`src/rtl/alu_sequencer_if.sv`:
```
// Bundle of command, ALU-drive, ALU-result and response signals for alu_sequencer.
// slave is the sequencer's view; master is the view of whatever drives/consumes it.
interface alu_sequencer_if #(
  parameter int BUS_WIDTH = 8
);
  logic                 cmd_valid;
  logic                 cmd_ready;
  logic [3:0]           cmd_opcode;
  logic [BUS_WIDTH-1:0] cmd_a;
  logic [BUS_WIDTH-1:0] cmd_b;
  logic                 carry_clr;

  logic [3:0]           alu_opcode;
  logic [BUS_WIDTH-1:0] alu_a;
  logic [BUS_WIDTH-1:0] alu_b;
  logic                 alu_carry_in;

  logic [BUS_WIDTH-1:0] alu_y;
  logic                 alu_carry_out;
  logic                 alu_borrow;
  logic                 alu_zero;
  logic                 alu_parity;
  logic                 alu_invalid_op;

  logic                 res_valid;
  logic                 res_ready;
  logic [BUS_WIDTH-1:0] res_y;
  logic [4:0]           res_flags;

  modport slave (
    input  cmd_valid, cmd_opcode, cmd_a, cmd_b, carry_clr,
    input  alu_y, alu_carry_out, alu_borrow, alu_zero, alu_parity, alu_invalid_op,
    input  res_ready,
    output cmd_ready, alu_opcode, alu_a, alu_b, alu_carry_in,
    output res_valid, res_y, res_flags
  );

  modport master (
    output cmd_valid, cmd_opcode, cmd_a, cmd_b, carry_clr,
    output alu_y, alu_carry_out, alu_borrow, alu_zero, alu_parity, alu_invalid_op,
    output res_ready,
    input  cmd_ready, alu_opcode, alu_a, alu_b, alu_carry_in,
    input  res_valid, res_y, res_flags
  );
endinterface

```
`src/rtl/alu_sequencer.sv`:
```
// Queues ALU commands in a FIFO, issues them one at a time to an external ALU and
// returns registered results; define ALU_SEQUENCER_STATS_EN to add issue/invalid counters.
module alu_sequencer #(
  parameter int BUS_WIDTH  = 8,
  parameter int FIFO_DEPTH = 4
) (
  input  logic               clk,
  input  logic               rst,
  alu_sequencer_if.slave     bus
`ifdef ALU_SEQUENCER_STATS_EN
  ,
  output logic [15:0]        stat_issued,
  output logic [15:0]        stat_invalid
`endif
);

  localparam int AW = $clog2(FIFO_DEPTH);
  localparam int PW = AW + 1;

  typedef enum logic [1:0] {IDLE, WAIT, RESP} state_t;

  state_t state_q, state_d;

  logic [3:0]           op_mem [FIFO_DEPTH];
  logic [BUS_WIDTH-1:0] a_mem  [FIFO_DEPTH];
  logic [BUS_WIDTH-1:0] b_mem  [FIFO_DEPTH];

  logic [PW-1:0]        wr_ptr_q, rd_ptr_q;
  logic                 full, empty, push, pop, capture, release_res;

  logic [3:0]           alu_opcode_q;
  logic [BUS_WIDTH-1:0] alu_a_q, alu_b_q;
  logic                 alu_carry_in_q;
  logic                 carry_q;
  logic                 res_valid_q;
  logic [BUS_WIDTH-1:0] res_y_q;
  logic [4:0]           res_flags_q;

  // Extra pointer MSB separates full (MSBs differ) from empty (pointers equal).
  assign full  = (wr_ptr_q[AW] != rd_ptr_q[AW]) && (wr_ptr_q[AW-1:0] == rd_ptr_q[AW-1:0]);
  assign empty = (wr_ptr_q == rd_ptr_q);
  assign push  = bus.cmd_valid && !full;

  assign bus.cmd_ready    = !full;
  assign bus.alu_opcode   = alu_opcode_q;
  assign bus.alu_a        = alu_a_q;
  assign bus.alu_b        = alu_b_q;
  assign bus.alu_carry_in = alu_carry_in_q;
  assign bus.res_valid    = res_valid_q;
  assign bus.res_y        = res_y_q;
  assign bus.res_flags    = res_flags_q;

  always_ff @(posedge clk) begin
    if (push) begin
      op_mem[wr_ptr_q[AW-1:0]] <= bus.cmd_opcode;
      a_mem[wr_ptr_q[AW-1:0]]  <= bus.cmd_a;
      b_mem[wr_ptr_q[AW-1:0]]  <= bus.cmd_b;
    end
  end

  always_ff @(posedge clk or posedge rst) begin
    if (rst) begin
      wr_ptr_q <= '0;
      rd_ptr_q <= '0;
    end else begin
      if (push) wr_ptr_q <= wr_ptr_q + 1'b1;
      if (pop)  rd_ptr_q <= rd_ptr_q + 1'b1;
    end
  end

  always_comb begin
    state_d     = state_q;
    pop         = 1'b0;
    capture     = 1'b0;
    release_res = 1'b0;
    case (state_q)
      IDLE: begin
        if (!empty) begin
          pop     = 1'b1;
          state_d = WAIT;
        end
      end
      WAIT: begin
        capture = 1'b1;
        state_d = RESP;
      end
      RESP: begin
        if (bus.res_ready) begin
          release_res = 1'b1;
          state_d     = IDLE;
        end
      end
      default: state_d = IDLE;
    endcase
  end

  always_ff @(posedge clk or posedge rst) begin
    if (rst) state_q <= IDLE;
    else     state_q <= state_d;
  end

  always_ff @(posedge clk or posedge rst) begin
    if (rst) begin
      alu_opcode_q   <= '0;
      alu_a_q        <= '0;
      alu_b_q        <= '0;
      alu_carry_in_q <= 1'b0;
    end else if (pop) begin
      alu_opcode_q   <= op_mem[rd_ptr_q[AW-1:0]];
      alu_a_q        <= a_mem[rd_ptr_q[AW-1:0]];
      alu_b_q        <= b_mem[rd_ptr_q[AW-1:0]];
      alu_carry_in_q <= carry_q;
    end
  end

  always_ff @(posedge clk or posedge rst) begin
    if (rst) begin
      res_valid_q <= 1'b0;
      res_y_q     <= '0;
      res_flags_q <= '0;
    end else if (capture) begin
      res_valid_q <= 1'b1;
      res_y_q     <= bus.alu_y;
      res_flags_q <= {bus.alu_invalid_op, bus.alu_parity, bus.alu_zero,
                      bus.alu_borrow, bus.alu_carry_out};
    end else if (release_res) begin
      res_valid_q <= 1'b0;
    end
  end

  // Only ADD/ADD_CARRY feed the chained carry; an explicit clear overrides them.
  always_ff @(posedge clk or posedge rst) begin
    if (rst) begin
      carry_q <= 1'b0;
    end else if (bus.carry_clr) begin
      carry_q <= 1'b0;
    end else if (capture && (alu_opcode_q == 4'd1 || alu_opcode_q == 4'd2)) begin
      carry_q <= bus.alu_carry_out;
    end
  end

`ifdef ALU_SEQUENCER_STATS_EN
  logic [15:0] stat_issued_q, stat_invalid_q;

  always_ff @(posedge clk or posedge rst) begin
    if (rst) begin
      stat_issued_q  <= '0;
      stat_invalid_q <= '0;
    end else begin
      if (pop && stat_issued_q != 16'hFFFF)
        stat_issued_q <= stat_issued_q + 16'd1;
      if (capture && bus.alu_invalid_op && stat_invalid_q != 16'hFFFF)
        stat_invalid_q <= stat_invalid_q + 16'd1;
    end
  end

  assign stat_issued  = stat_issued_q;
  assign stat_invalid = stat_invalid_q;
`endif

endmodule

```
`src/flat_wrapper.sv`:
```
// flat-port wrapper written by rule: the top's interface ports become plain ports
module alu_sequencer_flat 
#(
  parameter int BUS_WIDTH  = 8,
  parameter int FIFO_DEPTH = 4
)
  (clk, rst, bus_cmd_valid, bus_cmd_opcode, bus_cmd_a, bus_cmd_b, bus_carry_clr, bus_alu_y, bus_alu_carry_out, bus_alu_borrow, bus_alu_zero, bus_alu_parity, bus_alu_invalid_op, bus_res_ready, bus_cmd_ready, bus_alu_opcode, bus_alu_a, bus_alu_b, bus_alu_carry_in, bus_res_valid, bus_res_y, bus_res_flags);
  alu_sequencer_if #(.BUS_WIDTH(BUS_WIDTH)) bus_i ();
  input  logic clk;
  input  logic rst;
  input wire logic [$bits(bus_i.cmd_valid)-1:0] bus_cmd_valid;
  input wire logic [$bits(bus_i.cmd_opcode)-1:0] bus_cmd_opcode;
  input wire logic [$bits(bus_i.cmd_a)-1:0] bus_cmd_a;
  input wire logic [$bits(bus_i.cmd_b)-1:0] bus_cmd_b;
  input wire logic [$bits(bus_i.carry_clr)-1:0] bus_carry_clr;
  input wire logic [$bits(bus_i.alu_y)-1:0] bus_alu_y;
  input wire logic [$bits(bus_i.alu_carry_out)-1:0] bus_alu_carry_out;
  input wire logic [$bits(bus_i.alu_borrow)-1:0] bus_alu_borrow;
  input wire logic [$bits(bus_i.alu_zero)-1:0] bus_alu_zero;
  input wire logic [$bits(bus_i.alu_parity)-1:0] bus_alu_parity;
  input wire logic [$bits(bus_i.alu_invalid_op)-1:0] bus_alu_invalid_op;
  input wire logic [$bits(bus_i.res_ready)-1:0] bus_res_ready;
  output wire logic [$bits(bus_i.cmd_ready)-1:0] bus_cmd_ready;
  output wire logic [$bits(bus_i.alu_opcode)-1:0] bus_alu_opcode;
  output wire logic [$bits(bus_i.alu_a)-1:0] bus_alu_a;
  output wire logic [$bits(bus_i.alu_b)-1:0] bus_alu_b;
  output wire logic [$bits(bus_i.alu_carry_in)-1:0] bus_alu_carry_in;
  output wire logic [$bits(bus_i.res_valid)-1:0] bus_res_valid;
  output wire logic [$bits(bus_i.res_y)-1:0] bus_res_y;
  output wire logic [$bits(bus_i.res_flags)-1:0] bus_res_flags;
  assign bus_i.cmd_valid = bus_cmd_valid;
  assign bus_i.cmd_opcode = bus_cmd_opcode;
  assign bus_i.cmd_a = bus_cmd_a;
  assign bus_i.cmd_b = bus_cmd_b;
  assign bus_i.carry_clr = bus_carry_clr;
  assign bus_i.alu_y = bus_alu_y;
  assign bus_i.alu_carry_out = bus_alu_carry_out;
  assign bus_i.alu_borrow = bus_alu_borrow;
  assign bus_i.alu_zero = bus_alu_zero;
  assign bus_i.alu_parity = bus_alu_parity;
  assign bus_i.alu_invalid_op = bus_alu_invalid_op;
  assign bus_i.res_ready = bus_res_ready;
  assign bus_cmd_ready = bus_i.cmd_ready;
  assign bus_alu_opcode = bus_i.alu_opcode;
  assign bus_alu_a = bus_i.alu_a;
  assign bus_alu_b = bus_i.alu_b;
  assign bus_alu_carry_in = bus_i.alu_carry_in;
  assign bus_res_valid = bus_i.res_valid;
  assign bus_res_y = bus_i.res_y;
  assign bus_res_flags = bus_i.res_flags;
  alu_sequencer #(.BUS_WIDTH(BUS_WIDTH), .FIFO_DEPTH(FIFO_DEPTH)) u_core (.clk(clk), .rst(rst), .bus(bus_i));
endmodule
```
`config.mk`:
```
export PLATFORM = sky130hd
export DESIGN_NAME = alu_sequencer_flat
export DESIGN_NICKNAME = d
export VERILOG_FILES = /design/src/rtl/alu_sequencer_if.sv /design/src/rtl/alu_sequencer.sv /design/src/flat_wrapper.sv
export SDC_FILE = /design/constraint.sdc
export NUM_CORES = 1
export LEC_CHECK = 0
export ABC_AREA = 1
export CAP_MARGIN = 15
export CELL_PAD_IN_SITES_DETAIL_PLACEMENT = 0
export CELL_PAD_IN_SITES_GLOBAL_PLACEMENT = 1
export CORE_MARGIN = 2
export CORE_UTILIZATION = 38
export DETAILED_ROUTE_END_ITERATION = 16
export GPL_TIMING_DRIVEN = 0
export HOLD_SLACK_MARGIN = 0.1
export PLACE_DENSITY_LB_ADDON = 0.1
export SKIP_CTS_REPAIR_TIMING = 1
export SLEW_MARGIN = 30
export SYNTH_ARGS = -nofsm -noshare
export SYNTH_HDL_FRONTEND = slang
export SYNTH_SLANG_ARGS = --single-unit
```
`constraint.sdc`:
```
create_clock -name clk -period 7.5 [get_ports clk]
set_clock_uncertainty 0.2 [all_clocks]
set_input_delay 1.125 -clock clk [delete_from_list [all_inputs] [get_ports clk]]
set_output_delay 1.125 -clock clk [all_outputs]
set_load 0.02 [all_outputs]
```
* Word-level counts from Yosys, hierarchy flattened *
Memory sizes are Yosys's and may differ from the RTL's. A register that Yosys moved wholly into a read port is not among the register bits.
Cells that the tools add are included.

word-level totals
  output and inout bits = 36
  memories = 3
  bits in read-only memories = 0
  bits in latches = 0
  memory bits (writable) = 80
  register bits = 24

memory list
  name           words  width  read ports  clocked after memory_dff  write ports  RTL line             RTL
  u_core.a_mem   4      8      1           1                         1            alu_sequencer.sv:25  logic [BUS_WIDTH-1:0] a_mem [FIFO_DEPTH];
  u_core.b_mem   4      8      1           1                         1            alu_sequencer.sv:26  logic [BUS_WIDTH-1:0] b_mem [FIFO_DEPTH];
  u_core.op_mem  4      4      1           1                         1            alu_sequencer.sv:24  logic [3:0] op_mem [FIFO_DEPTH];

operators by class
  eq/ne operators = 9
  add/sub/neg operators = 2
  $lt $le $gt $ge = 0
  bitwise operators = 0
  mux-type cells = 14
  shifts and indexed selects = 0
  reduce and logical (&&, ||, !) cells = 9
  multipliers = 0
  div/mod/pow operators = 0

operators by type and width
  kind                                           number
  two-way mux 1 bit                              11
  adder 3 x 1 -> 3 bit, second input constant    2
  one-hot mux 2 bit (3 select lines)             1
  == test 4 x 1 -> 1 bit, second input constant  1
  == test 4 x 2 -> 1 bit, second input constant  1
  two-way mux 2 bit                              2
  inequality test 2 bit, second input constant   2
  nonzero test 2 bit                             2
  == test 3 bit                                  1
  logical AND 1 bit                              3
  == test 2 x 1 -> 1 bit, second input constant  1
  == test 2 bit                                  1
  == test 2 bit, second input constant           1
  zero test 2 bit                                1
  AND reduction 2 bit                            1
  zero test 1 bit                                1
  logical OR 1 bit                               1
  inequality test 1 bit                          1

* Longest topological paths before layout *
  depth after elaboration = 6
  depth in mapped cells = 9
  depth with buffers taken out = 7

* Least setup slack after synthesis *
Ideal clock, no wire load.

  kind = in2reg
  from = input port bus_cmd_valid
  to = memory u_core.a_mem[0][0] (enable)
  setup slack = 4.759 ns
  data arrival time = 2.144 ns
  cell stages on the path = 2
  buffers on the path = 0
  cells stage by stage = nand2_1 > nor2_1

between the ends
  word-level cells in the longest chain between the ends = 3

RTL lines
  element                                  RTL line             RTL
  start: declaration                       flat_wrapper.sv:11   input wire logic [$bits(bus_i.cmd_valid)-1:0] bus_cmd_valid;
  logical AND 1 bit                        alu_sequencer.sv:42  assign push = bus.cmd_valid && !full;
  two-way mux 1 bit                        alu_sequencer.sv:54  if (push) begin
  two-way mux 1 bit (not written as such)  alu_sequencer.sv:56  a_mem[wr_ptr_q[AW-1:0]] <= bus.cmd_a;
  end: declaration                         alu_sequencer.sv:25

Every way passes these cells.

* Worst setup path after layout *
  from = register u_core.rd_ptr_q[0]
  to = output port bus_cmd_ready

between the ends
  word-level cells in the longest chain between the ends = 3

RTL lines
  element                   RTL line             RTL
  start: declaration        alu_sequencer.sv:28  logic [PW-1:0] wr_ptr_q, rd_ptr_q;
  start signal: assignment  alu_sequencer.sv:67  if (pop) rd_ptr_q <= rd_ptr_q + 1'b1;
  == test 2 bit             alu_sequencer.sv:40  assign full = (wr_ptr_q[AW] != rd_ptr_q[AW]) && (wr_ptr_q[AW-1:0] == rd_ptr_q[AW-1:0]);
  logical AND 1 bit         alu_sequencer.sv:40
  zero test 1 bit           alu_sequencer.sv:44  assign bus.cmd_ready = !full;
  end: declaration          flat_wrapper.sv:23   output wire logic [$bits(bus_i.cmd_ready)-1:0] bus_cmd_ready;

Every way passes these cells.

==> summary.md <==
| Metric | Value |
|---|---|
| Status | complete, no violations |
| RSZ-0062 raised after global routing | no |
| WL final | 11800 um |
| Initial antenna violation count | 0 |
| Setup violators final | 0 |
| CTS max path bufs | 2 |
| Clock buffers created by TritonCTS | 17 |
| Vias post-DR | 3702 |
| Clk_lat worst skew | 0.41 ns |
| Sequential cell area | 3500 um2 |
| Die area | 14800 um2 |
| DR pass1 iterations | 4 |
| Clock power frac | 0.239 |
| Cell count after synthesis | 539 |
| CP max FO | 7 |
| Synth area leaders | edfxtp_1 46%, dfrtp_1 21%, nand2_1 15% |
| Die Span X | 122 um |
| PortBufs | 73 |
| Unique masters post-synth | 19 |
| VDD IR max | 0.000181 V |
| Tcrit/Tclk final | 0.436 |
| Max cap viols | 0 |
| DRC viols | 0 |
| N_diodes | 0 |
| Count leader, synth | nand2_1 |
| Std-Cell Rows | 42 |
| Overall power | 2.97 mW |
| Post-route cell area | 6860 um2 |
| Comb pwr share | 0.409 |
| WL/cell | 14.3 um |
| P_sw | 1.12 mW |
| Most frequent cells after synthesis | 206 x nand2_1, 94 x inv_1, 80 x edfxtp_1 |
| Die Y-Extent | 122 um |
| HPWL Detailed | 7730 um |
| CTS clock-pin slew for the worst setup and hold paths | 0.05 ns |
| Yosys Warn Count | 0 |
| Ports | 74 |
| Synthesized Nets | 582 |
| Post-layout minimum cycle time | 3.27 ns |
| Async SR Flop Fraction | 0.355 |
| Register area share after synthesis | 0.666 |
| Antenna Nets Post-Route | 0 |
| Fin. max-slew vios | 0 |
| Post-synth top area share | 0.457 |
| Vias in the first global route | 3524 |
| Internal power | 1.85 mW |
| Global-route wire length before repair | 18800 um |
| Mapped Area | 5260 um2 |
| Gr usage total | 0.172 |
| Average size of a mapped cell | 9.76 um2 |
| Largest net degree at the start of global routing | 45 |
| Sw frac | 0.377 |
| Slew at the pin closest to its max-slew limit | 0.636 ns |
| Core ar. | 13400 um2 |
| Pwr Density | 433 nW/um2 |
| EDFF count, synth | 80 |
| Hold crit path type | flip-flop to flip-flop |
| Drt via density | 4.49 |
| WP data required | 6.17 ns |
| Area occupied by multi-input gates | 1320 um2 |
| Layout Nets | 678 |
| CTS tree | built |
| Reg power frac | 0.352 |
| Initial DRC count | 218 |
| Setup_tns | 0 ns |
| CP Launch Type | flip-flop |
| WP data arrival | 1.95 ns |
| Synthesis-to-layout area growth | 30.4% |
| Global route total overflow | 0 |
| Final Hold Viols | 0 |
| Post-layout util | 0.512 |
| Rel. slew slack | 0.576 |
| CP endpoint kind | output port |
| Layout cell share with drive strength beyond 1 | 0.0710 |
| Root Buffer | clkbuf_16 |
| Clk sinks | 124 |
| Fmax | 0.306 GHz |
| Hold WS | 0.264 ns |
| Initial Utilization | 0.392 |
| WS Path Type | flip-flop to output port |
| Post-Place Cell Area | 6340 um2 |
| Seq cells post-synth | 124 |
| Cell taking the most area after synthesis | edfxtp_1 |
| Top FF cell, synth | edfxtp_1 |
| RePlAce Congestion | 0.700 |
| Static Leakage | 3.20 nW |
| H-tree levels | 4 |
| Final-layout fill cell count | 1256 |
-- power by group through the flow --
stage	sequential (mW)	combinational [mW]	clock [mW]
6_report	1.05	1.22	0.709
5_1_grt	1.07	1.37	0.753
4_1_cts	1.05	1.24	0.726
3_5_place_dp	1.06	1.23	0
3_3_place_gp	1.06	1.17	0
2_1_floorplan	1.16	0.620	0
-- path summary, 6_finish.rpt --
check                                        startpoint                 endpoint  slack, ns  cells past startpoint
worst min-delay path            u_core.bus.res_flags[3]  u_core.bus.res_flags[3]       0.26                      2
worst min register to register  u_core.bus.res_flags[3]  u_core.bus.res_flags[3]       0.26                      2
max in group asynchronous                           rst           u_core.carry_q       5.78                      2
worst max register to register       u_core.wr_ptr_q[0]       u_core.a_mem[0][6]       5.13                      7
min in group asynchronous                           rst       u_core.wr_ptr_q[2]       0.94                      2
worst max-delay path                 u_core.rd_ptr_q[0]            bus_cmd_ready       4.23                      6
-- metrics by stage --
stage	instances	setup WS [ns]
detailed placement	792	4.36
floorplan	539	4.76
global route	824	4.12
finish	824	4.23
global placement	788	3.24
CTS	824	4.20
-- per-layer routing --
metal,vias up,track usage,part of all wire
met5,-,0,0
met4,0,0.0625,0.011
met3,10,0.0449,0.061
met2,100,0.268,0.47
met1,1720,0.233,0.46
li1,1872,-,-
-- layout make-up --
type / instances / share of cell area
Clock buffer: 19 / 0.0632
Inverter: 96 / 0.0529
Multi-Input combinational cell: 298 / 0.192
Sequential cell: 124 / 0.511
Tap cell: 176 / 0.0321
Clock inverter: 13 / 0.0120
Timing Repair Buffer: 77 / 0.121
Buffer: 21 / 0.0155
-- cells in the final DEF (no fill, tap or decap), types with 4 or more instances in the layout --
cell and n:
buf_2 4, clkbuf_1 16, clkbuf_16 17, clkdlybuf4s50_1 73, clkinv_1 6, clkinv_2 6
dfrtp_1 44, edfxtp_1 80, ha_1 5, inv_1 93, nand2_1 206, nand3_1 70
nor2_4 4
-- sequential cells by signal (all words and copies together), names as in the netlist --
register                 cells
u_core.bus.alu_a             8
u_core.a_mem                32
u_core.bus.res_flags         5
u_core.carry_q               1
u_core.b_mem                32
u_core.bus.alu_carry_in      1
u_core.bus.alu_opcode        4
u_core.bus.res_valid         1
u_core.op_mem               16
u_core.bus.alu_b             8
u_core.wr_ptr_q              3
u_core.bus.res_y             8
u_core.state_q               2
u_core.rd_ptr_q              3
-- kinds of logic (layout without fill, tap and decap cells) --
| logic type | Yosys count | after routing | share of synthesized area |
|---|---|---|---|
| and+or+nand+nor | 287 | 287 | 0.225 |
| xor gates and xnor gates | 4 | 4 | 0.00666 |
| buffers and inverters | 117 | 226 | 0.0887 |
| AOI/OAI and AO/OA | 2 | 2 | 0.00190 |
| adders and majority gates | 5 | 5 | 0.0119 |
| DFF | 124 | 124 | 0.666 |
-- worst max-delay path: stages, from the launching register on --
cell	delay [ns]
dfrtp_1	0.39
buf_6	0.14
inv_2	0.09
nand2_1	0.06
nand2_1	0.09
nand3_1	0.18
clkdlybuf4s50_1	0.59
(Power assumes the default switching activity.)
